### src/rtl/serial_adder.sv
// Bit-serial WIDTH-bit adder: one full-adder cell processes the operands LSB first,
// and the carry is recirculated through a flop. The result is registered with a done pulse.

module FullAdder (
    input  logic a_i,
    input  logic b_i,
    input  logic c_i,
    output logic s_o,
    output logic c_o
);
    assign s_o = a_i ^ b_i ^ c_i;
    assign c_o = (a_i & b_i) | (a_i & c_i) | (b_i & c_i);
endmodule

module serial_adder #(
    parameter int WIDTH = 8
) (
    input  logic             clk_i,
    input  logic             rst_ni,
    input  logic             start_i,
    input  logic [WIDTH-1:0] a_i,
    input  logic [WIDTH-1:0] b_i,
    input  logic             cin_i,
    output logic             busy_o,
    output logic             done_o,
    output logic [WIDTH-1:0] sum_o,
    output logic             cout_o
);
    localparam int CW = (WIDTH > 2) ? $clog2(WIDTH) : 1;
    localparam logic [CW-1:0] LAST = CW'(WIDTH - 1);

    typedef enum logic [1:0] {
        IDLE,
        SHIFT,
        DONE
    } state_t;

    state_t           state_q, state_d;
    logic [WIDTH-1:0] aSh_q, aSh_d;
    logic [WIDTH-1:0] bSh_q, bSh_d;
    logic [WIDTH-1:0] sSh_q, sSh_d;
    logic [WIDTH-1:0] sum_q, sum_d;
    logic             carry_q, carry_d;
    logic             cout_q, cout_d;
    logic [CW-1:0]    cnt_q, cnt_d;
    logic             faS, faC;

    FullAdder uFullAdder (
        .a_i (aSh_q[0]),
        .b_i (bSh_q[0]),
        .c_i (carry_q),
        .s_o (faS),
        .c_o (faC)
    );

    always_ff @(posedge clk_i or negedge rst_ni) begin
        if (!rst_ni) begin
            state_q <= IDLE;
            aSh_q   <= '0;
            bSh_q   <= '0;
            sSh_q   <= '0;
            sum_q   <= '0;
            carry_q <= 1'b0;
            cout_q  <= 1'b0;
            cnt_q   <= '0;
        end else begin
            state_q <= state_d;
            aSh_q   <= aSh_d;
            bSh_q   <= bSh_d;
            sSh_q   <= sSh_d;
            sum_q   <= sum_d;
            carry_q <= carry_d;
            cout_q  <= cout_d;
            cnt_q   <= cnt_d;
        end
    end

    always_comb begin
        state_d = state_q;
        aSh_d   = aSh_q;
        bSh_d   = bSh_q;
        sSh_d   = sSh_q;
        sum_d   = sum_q;
        carry_d = carry_q;
        cout_d  = cout_q;
        cnt_d   = cnt_q;
        unique case (state_q)
            IDLE: begin
                if (start_i) begin
                    aSh_d   = a_i;
                    bSh_d   = b_i;
                    carry_d = cin_i;
                    cnt_d   = '0;
                    state_d = SHIFT;
                end
            end
            SHIFT: begin
                sSh_d   = {faS, sSh_q[WIDTH-1:1]};
                aSh_d   = aSh_q >> 1;
                bSh_d   = bSh_q >> 1;
                carry_d = faC;
                cnt_d   = cnt_q + CW'(1);
                // The last bit goes straight into the result, so there is no extra cycle.
                if (cnt_q == LAST) begin
                    sum_d   = {faS, sSh_q[WIDTH-1:1]};
                    cout_d  = faC;
                    state_d = DONE;
                end
            end
            DONE: state_d = IDLE;
            default: state_d = IDLE;
        endcase
    end

    assign busy_o = (state_q == SHIFT);
    assign done_o = (state_q == DONE);
    assign sum_o  = sum_q;
    assign cout_o = cout_q;
endmodule

### config.mk
export PLATFORM = sky130hd
export DESIGN_NAME = serial_adder
export DESIGN_NICKNAME = d
export VERILOG_FILES = /design/src/rtl/serial_adder.sv
export SDC_FILE = /design/constraint.sdc
export NUM_CORES = 1
export LEC_CHECK = 0
export CELL_PAD_IN_SITES_DETAIL_PLACEMENT = 1
export CELL_PAD_IN_SITES_GLOBAL_PLACEMENT = 1
export CORE_MARGIN = 3
export CORE_UTILIZATION = 45
export DETAILED_ROUTE_END_ITERATION = 8
export GPL_ROUTABILITY_DRIVEN = 0
export PLACE_DENSITY = 0.88
export RECOVER_POWER = 50
export SYNTH_ARGS = -nofsm -noshare
export SYNTH_HDL_FRONTEND = slang
export SYNTH_HIERARCHICAL = 1
export SYNTH_SLANG_ARGS = --single-unit
### constraint.sdc
create_clock -name clk_i -period 3.1 [get_ports clk_i]
set_input_delay 0.31 -clock clk_i [delete_from_list [all_inputs] [get_ports clk_i]]
set_output_delay 0.31 -clock clk_i [all_outputs]
set_load 0.02 [all_outputs]
* After elaboration in Yosys (flattened, before gate mapping)
Cells that the tools add are included.
** Storage, ports and cells
- Bits of input ports :: 20
- Word-level logic and storage cells :: 37
- Output and inout bits :: 11
- Register bits :: 39
** Operators by class
- Muxes and demuxes :: 11
- Equality and inequality tests :: 5
- Reduce and logical (&&, ||, !) cells :: 5
- Bitwise logic cells :: 7
- $add $sub $neg :: 1
** Operators by type and width (number)
- case mux 8 bit (2 select lines) :: 2
- two-way mux 8 bit :: 2
- case mux 3 bit (2 select lines) :: 1
- AND reduction 2 bit :: 3
- two-way mux 2 bit :: 2
- case mux 2 bit (2 select lines) :: 1
- adder 3 x 1 -> 3 bit (second input constant) :: 1
- bitwise AND 1 bit :: 3
- == test 3 bit (second input constant) :: 1
- two-way mux 3 bit :: 1
- == test 2 x 1 -> 1 bit (second input constant) :: 1
- == test 2 bit (second input constant) :: 1
- zero test 2 bit :: 1
- inequality test 2 x 1 -> 1 bit (second input constant) :: 1
- inequality test 2 bit (second input constant) :: 1
- bitwise OR 1 bit :: 2
- case mux 1 bit (2 select lines) :: 1
- nonzero test 2 bit :: 1
- bitwise XOR 1 bit :: 2
- two-way mux 1 bit :: 1

* Longest topological paths before layout
- Word-level depth :: 4
- Gate-level depth with buffers :: 5
- Mapped depth without buffers :: 4

* Hierarchy
The synthesis kept the hierarchy.
** By module, submodules not included
- serial_adder :: times used 1, seq. area each 950.9 um2, cells each 138, area each 1775.5 um2
- FullAdder :: times used 1, seq. area each 0.0 um2, cells each 1, area each 20.0 um2

* Worst setup path before layout
No wires, ideal clock.
- Path kind :: flip-flop to flip-flop
- Start :: register cnt_q[0]
- End :: register cout_q (netlist: cout_o)
- Required time :: 2.975 ns
- Stages on the path, launching flop included :: 6
- Arrival time :: 1.346 ns
- Library setup time :: 0.125 ns
- Buffers on the path :: 1
- Clock period less this slack :: 1.471 ns
- Path slack :: 1.629 ns
- Path through :: dfrtp_1 -> ha_1 -> ha_1 -> nand3b_1 -> buf_2 -> mux2_2
** On the way
- Cells in the longest elaborated chain, start to end :: 2
** RTL lines
- start: declaration :: line 45 : logic [CW-1:0] cnt_q, cnt_d;
- start signal: assignment :: line 74 : cnt_q <= cnt_d;
- == test 3 bit :: line 104 : if (cnt_q == LAST) begin
- AND reduction 2 bit (no line)
- end signal: assignment :: line 73 : cout_q <= cout_d;
- end: declaration :: line 44 : logic cout_q, cout_d;
Every way passes these cells.
A chain may end at the register's enable or synchronous reset.

* Worst setup path in the final report
- Start :: register state_q[1]
- End :: output busy_o
** On the way
- Cells in the longest elaborated chain, start to end :: 1
** RTL lines
- start: declaration :: line 38 : state_t state_q, state_d;
- start signal: assignment :: line 67 : state_q <= state_d;
- == test 2 x 1 -> 1 bit :: line 115 : assign busy_o = (state_q == SHIFT);
- end: declaration :: line 24 : output logic busy_o,
Every way passes these cells.

==> reports/metrics.json <==
{
  "finish": {
    "multiInputGateArea_um2": 707,
    "seqCellArea_um2": 951,
    "finalNetCount": 189,
    "antenna_cells_inserted": 0,
    "layoutNonFillerInstCount": 215,
    "post_route_cells_drive_above_1_share": 0.198,
    "area_delta_synth_final_pct": 23.6,
    "finalInstanceArea_um2": 2220,
    "num-fill-cells": 388,
    "core_util_final": 0.593
  },
  "pwr": {
    "power.leakage_nw": 0.945,
    "p_sw_uw": 800,
    "power_frac_seq": 0.378,
    "clock_power_share": 0.222,
    "comb_power_share": 0.399,
    "internal_power_mw": 1.56,
    "power.ir.vdd_worst_v": 0.000534,
    "power.share.switching": 0.339,
    "p_per_cell_area_nw_per_um2": 1060
  },
  "placed_design": {
    "dp.final_hpwl_um": 2570,
    "placement.setup.worst_slack_ns": 0.972,
    "dpl-instance-area_um2": 2080,
    "io_buffers": 30,
    "dp.cells": 207
  },
  "grt": {
    "grt_use_total": 0.193,
    "vias_in_the_first_global_route": 1323,
    "overflow": 0,
    "grt_first_pass_wirelength_um": 7160,
    "grt_start_max_net_pins": 39,
    "antenna_found_initial": 0
  },
  "floorplanning": {
    "die-height_um": 69.2,
    "i_o_pins": 31,
    "rows": 22,
    "initial_core_util": 0.480,
    "chipWidth_um": 69.2,
    "die_area_um2": 4780,
    "fp.coreArea_um2": 3740
  },
  "job": {
    "cap_viol_max_count": 1
  },
  "sta": {
    "worst_case_headroom_to_the_max_slew_limit": -0.334,
    "grt_setup_unrepaired": "false",
    "setup-violations-final": 0,
    "setup_ws_ns": 0.829,
    "finalWorstPathRequiredPeriod_ns": 2.27,
    "max_freq_mhz": 440,
    "report.final.hold_viol_count": 0,
    "timing.setup.tns_ns": 0,
    "slew_viol_final": 39,
    "final_min_period_over_clock_period": 0.733,
    "worst-slew-pin-transition_ns": 2.00,
    "fin_worst_skew_ns": 0.00571
  },
  "synthesis": {
    "synth_mux_area_frac": 0.106,
    "syn_nets": 162,
    "synth_top_flop_cell": "sky130_fd_sc_hd__dfrtp_1",
    "synth_warnings": 6,
    "postSynth.asyncResetShare": 1.00,
    "synth-seq-cells": 38,
    "synthesized_area_um2": 1800,
    "netlist-cell-type-count": 26,
    "syn_avg_cell_area_um2": 12.9,
    "synth_top_family_by_area": "simple AND/OR/NAND/NOR gates",
    "synth_adder_area_share": 0.0251,
    "synth_compound_area_frac": 0.107,
    "synth_simple_gate_area_frac": 0.155,
    "synth_xor_xnor_area_share": 0,
    "synth_cells": 139,
    "seq_area_frac_synth": 0.530,
    "synth_enable_flop_cells": 0
  },
  "hold_path": {
    "min-delay-path-class": "reg -> reg",
    "hold_path_startpoint": "sum_o[2]"
  },
  "route": {
    "num_vias": 1223,
    "drt.antenna.violating_nets": 0,
    "drt-total-wl_um": 4290,
    "detailedRoute.firstIterationViolations": 142,
    "dr.pass1.iters": 4,
    "detail_route.wl_per_cell_um": 20.0,
    "post-route-drc-count": 0,
    "post_drt_via_cell_ratio": 5.69
  },
  "run_status": {
    "violations": "max-capacitance violations, max-slew violations",
    "status": "finished with violations"
  },
  "worst_setup_path": {
    "timing.critical_path.required_ns": 2.79,
    "end_kind": "output port",
    "r2r_setup_slack_ns": 1.37,
    "worstSetupPathType": "reg -> out",
    "startpoint_type": "flip-flop",
    "worst-path-max-fanout": 11,
    "arrival_ns": 1.96,
    "ff2ff_path_depth": 4,
    "crit_path_start": "state_q[1]",
    "r2r-end": "sum_o[0]",
    "setup.worst_path.end": "busy_o",
    "r2r-start": "cnt_q[0]"
  },
  "clocking": {
    "cts.sinks": 38,
    "insertion_delay_ns": 0.30,
    "cts_tree": "done",
    "cts_max_level": 2,
    "post_cts_hold_buffer_count": 0,
    "clock_tree.root_cell": "sky130_fd_sc_hd__clkbuf_8",
    "clock_pin_transition_on_the_worst_setup_and_hold_timing_paths_ns": 0.08,
    "cts_resized": 0,
    "cts_setup_buffers": 0,
    "ctsLongestPathBuffers": 2,
    "tritoncts.num_buffers": 5
  }
}
[worst max-delay path, cell delays in order, from the launching register on]
cell,delay (ns)
sky130_fd_sc_hd__dfrtp_1,0.38
sky130_fd_sc_hd__nand2b_1,0.35
sky130_fd_sc_hd__inv_1,0.29
sky130_fd_sc_hd__clkdlybuf4s50_1,0.65
[worst min path at each step]
stage	cells after the start	slack [ns]	to
after floorplan	0	0.01	aSh_q[0]
after global placement	1	0.44	sum_o[1]
after detailed placement	1	0.46	sum_o[0]
after CTS	1	0.13	sSh_q[3]
after global routing	1	0.53	cnt_q[0]
final	1	0.51	sum_o[2]
[per-layer routing]
metal | up-vias | share of wire | track usage
li1 | 558 | - | -
met1 | 632 | 0.43 | 0.251
met2 | 23 | 0.52 | 0.313
met3 | 10 | 0.026 | 0.0452
met4 | 0 | 0.021 | 0.0716
met5 | - | 0 | 0
[power groups by stage]
stage	clock (mW)	combinational, mW	sequential [mW]
final	0.524	0.942	0.892
after global placement	0	0.860	0.872
after global routing	0.566	1.02	0.922
after CTS	0.534	0.954	0.893
after detailed placement	0	0.919	0.892
after floorplan	0	0.600	0.921
[sequential cells by signal, summed over array words and instances, names as in the netlist]
signal,cells
state_q,2
cnt_q,3
sum_o,8
bSh_q,8
carry_q,1
sSh_q,7
cout_o,1
aSh_q,8
[cell usage in the layout, fill, tap and decap left out, types with 2 or more instances in the layout]
cell type / count
sky130_fd_sc_hd__nor4bb_1: 2
sky130_fd_sc_hd__nor3b_1: 12
sky130_fd_sc_hd__inv_1: 13
sky130_fd_sc_hd__a211oi_1: 10
sky130_fd_sc_hd__nor4b_1: 11
sky130_fd_sc_hd__ha_1: 2
sky130_fd_sc_hd__nand2b_1: 3
sky130_fd_sc_hd__o221a_2: 4
sky130_fd_sc_hd__bufinv_16: 2
sky130_fd_sc_hd__a22o_1: 2
sky130_fd_sc_hd__dfrtp_1: 38
sky130_fd_sc_hd__or4b_1: 4
sky130_fd_sc_hd__mux2_2: 16
sky130_fd_sc_hd__clkdlybuf4s50_1: 29
sky130_fd_sc_hd__clkbuf_8: 6
sky130_fd_sc_hd__buf_4: 2
[cell usage after synthesis, types with 2 or more instances]
cell / count / area, µm²
sky130_fd_sc_hd__mux2_2: 16 / 180
sky130_fd_sc_hd__nor4b_1: 11 / 96.3
sky130_fd_sc_hd__o221a_2: 4 / 45.0
sky130_fd_sc_hd__ha_1: 2 / 25.0
sky130_fd_sc_hd__buf_6: 3 / 33.8
sky130_fd_sc_hd__nand2b_1: 3 / 18.8
sky130_fd_sc_hd__or4b_1: 4 / 40.0
sky130_fd_sc_hd__buf_4: 4 / 30.0
sky130_fd_sc_hd__dfrtp_1: 38 / 951
sky130_fd_sc_hd__a211oi_1: 10 / 75.1
sky130_fd_sc_hd__nor4bb_1: 2 / 20.0
sky130_fd_sc_hd__a22o_1: 2 / 17.5
sky130_fd_sc_hd__buf_2: 4 / 20.0
sky130_fd_sc_hd__inv_1: 13 / 48.8
sky130_fd_sc_hd__nor3b_1: 12 / 90.1
[final cells by class]
class	instances	share of cell area
inverter	13	0.0220
multi-input combinational	76	0.319
sequential	38	0.429
timing repair buffer	32	0.139
clock inverter	2	0.0271
tap	48	0.0271
clock buffer	6	0.0372
[logic make-up after synthesis]
group,Yosys count
fa+ha+maj,3
compound gates,22
simple gates,34
mux,17
buf+inv,25
flops,38
[per-stage QoR]
step,power [mW],hold slack (ns)
after floorplan,1.52,0.0144
after global placement,1.73,0.438
after detailed placement,1.81,0.459
after CTS,2.38,0.134
after global routing,2.50,0.534
final,2.36,0.512
(Power assumes the default switching activity.)
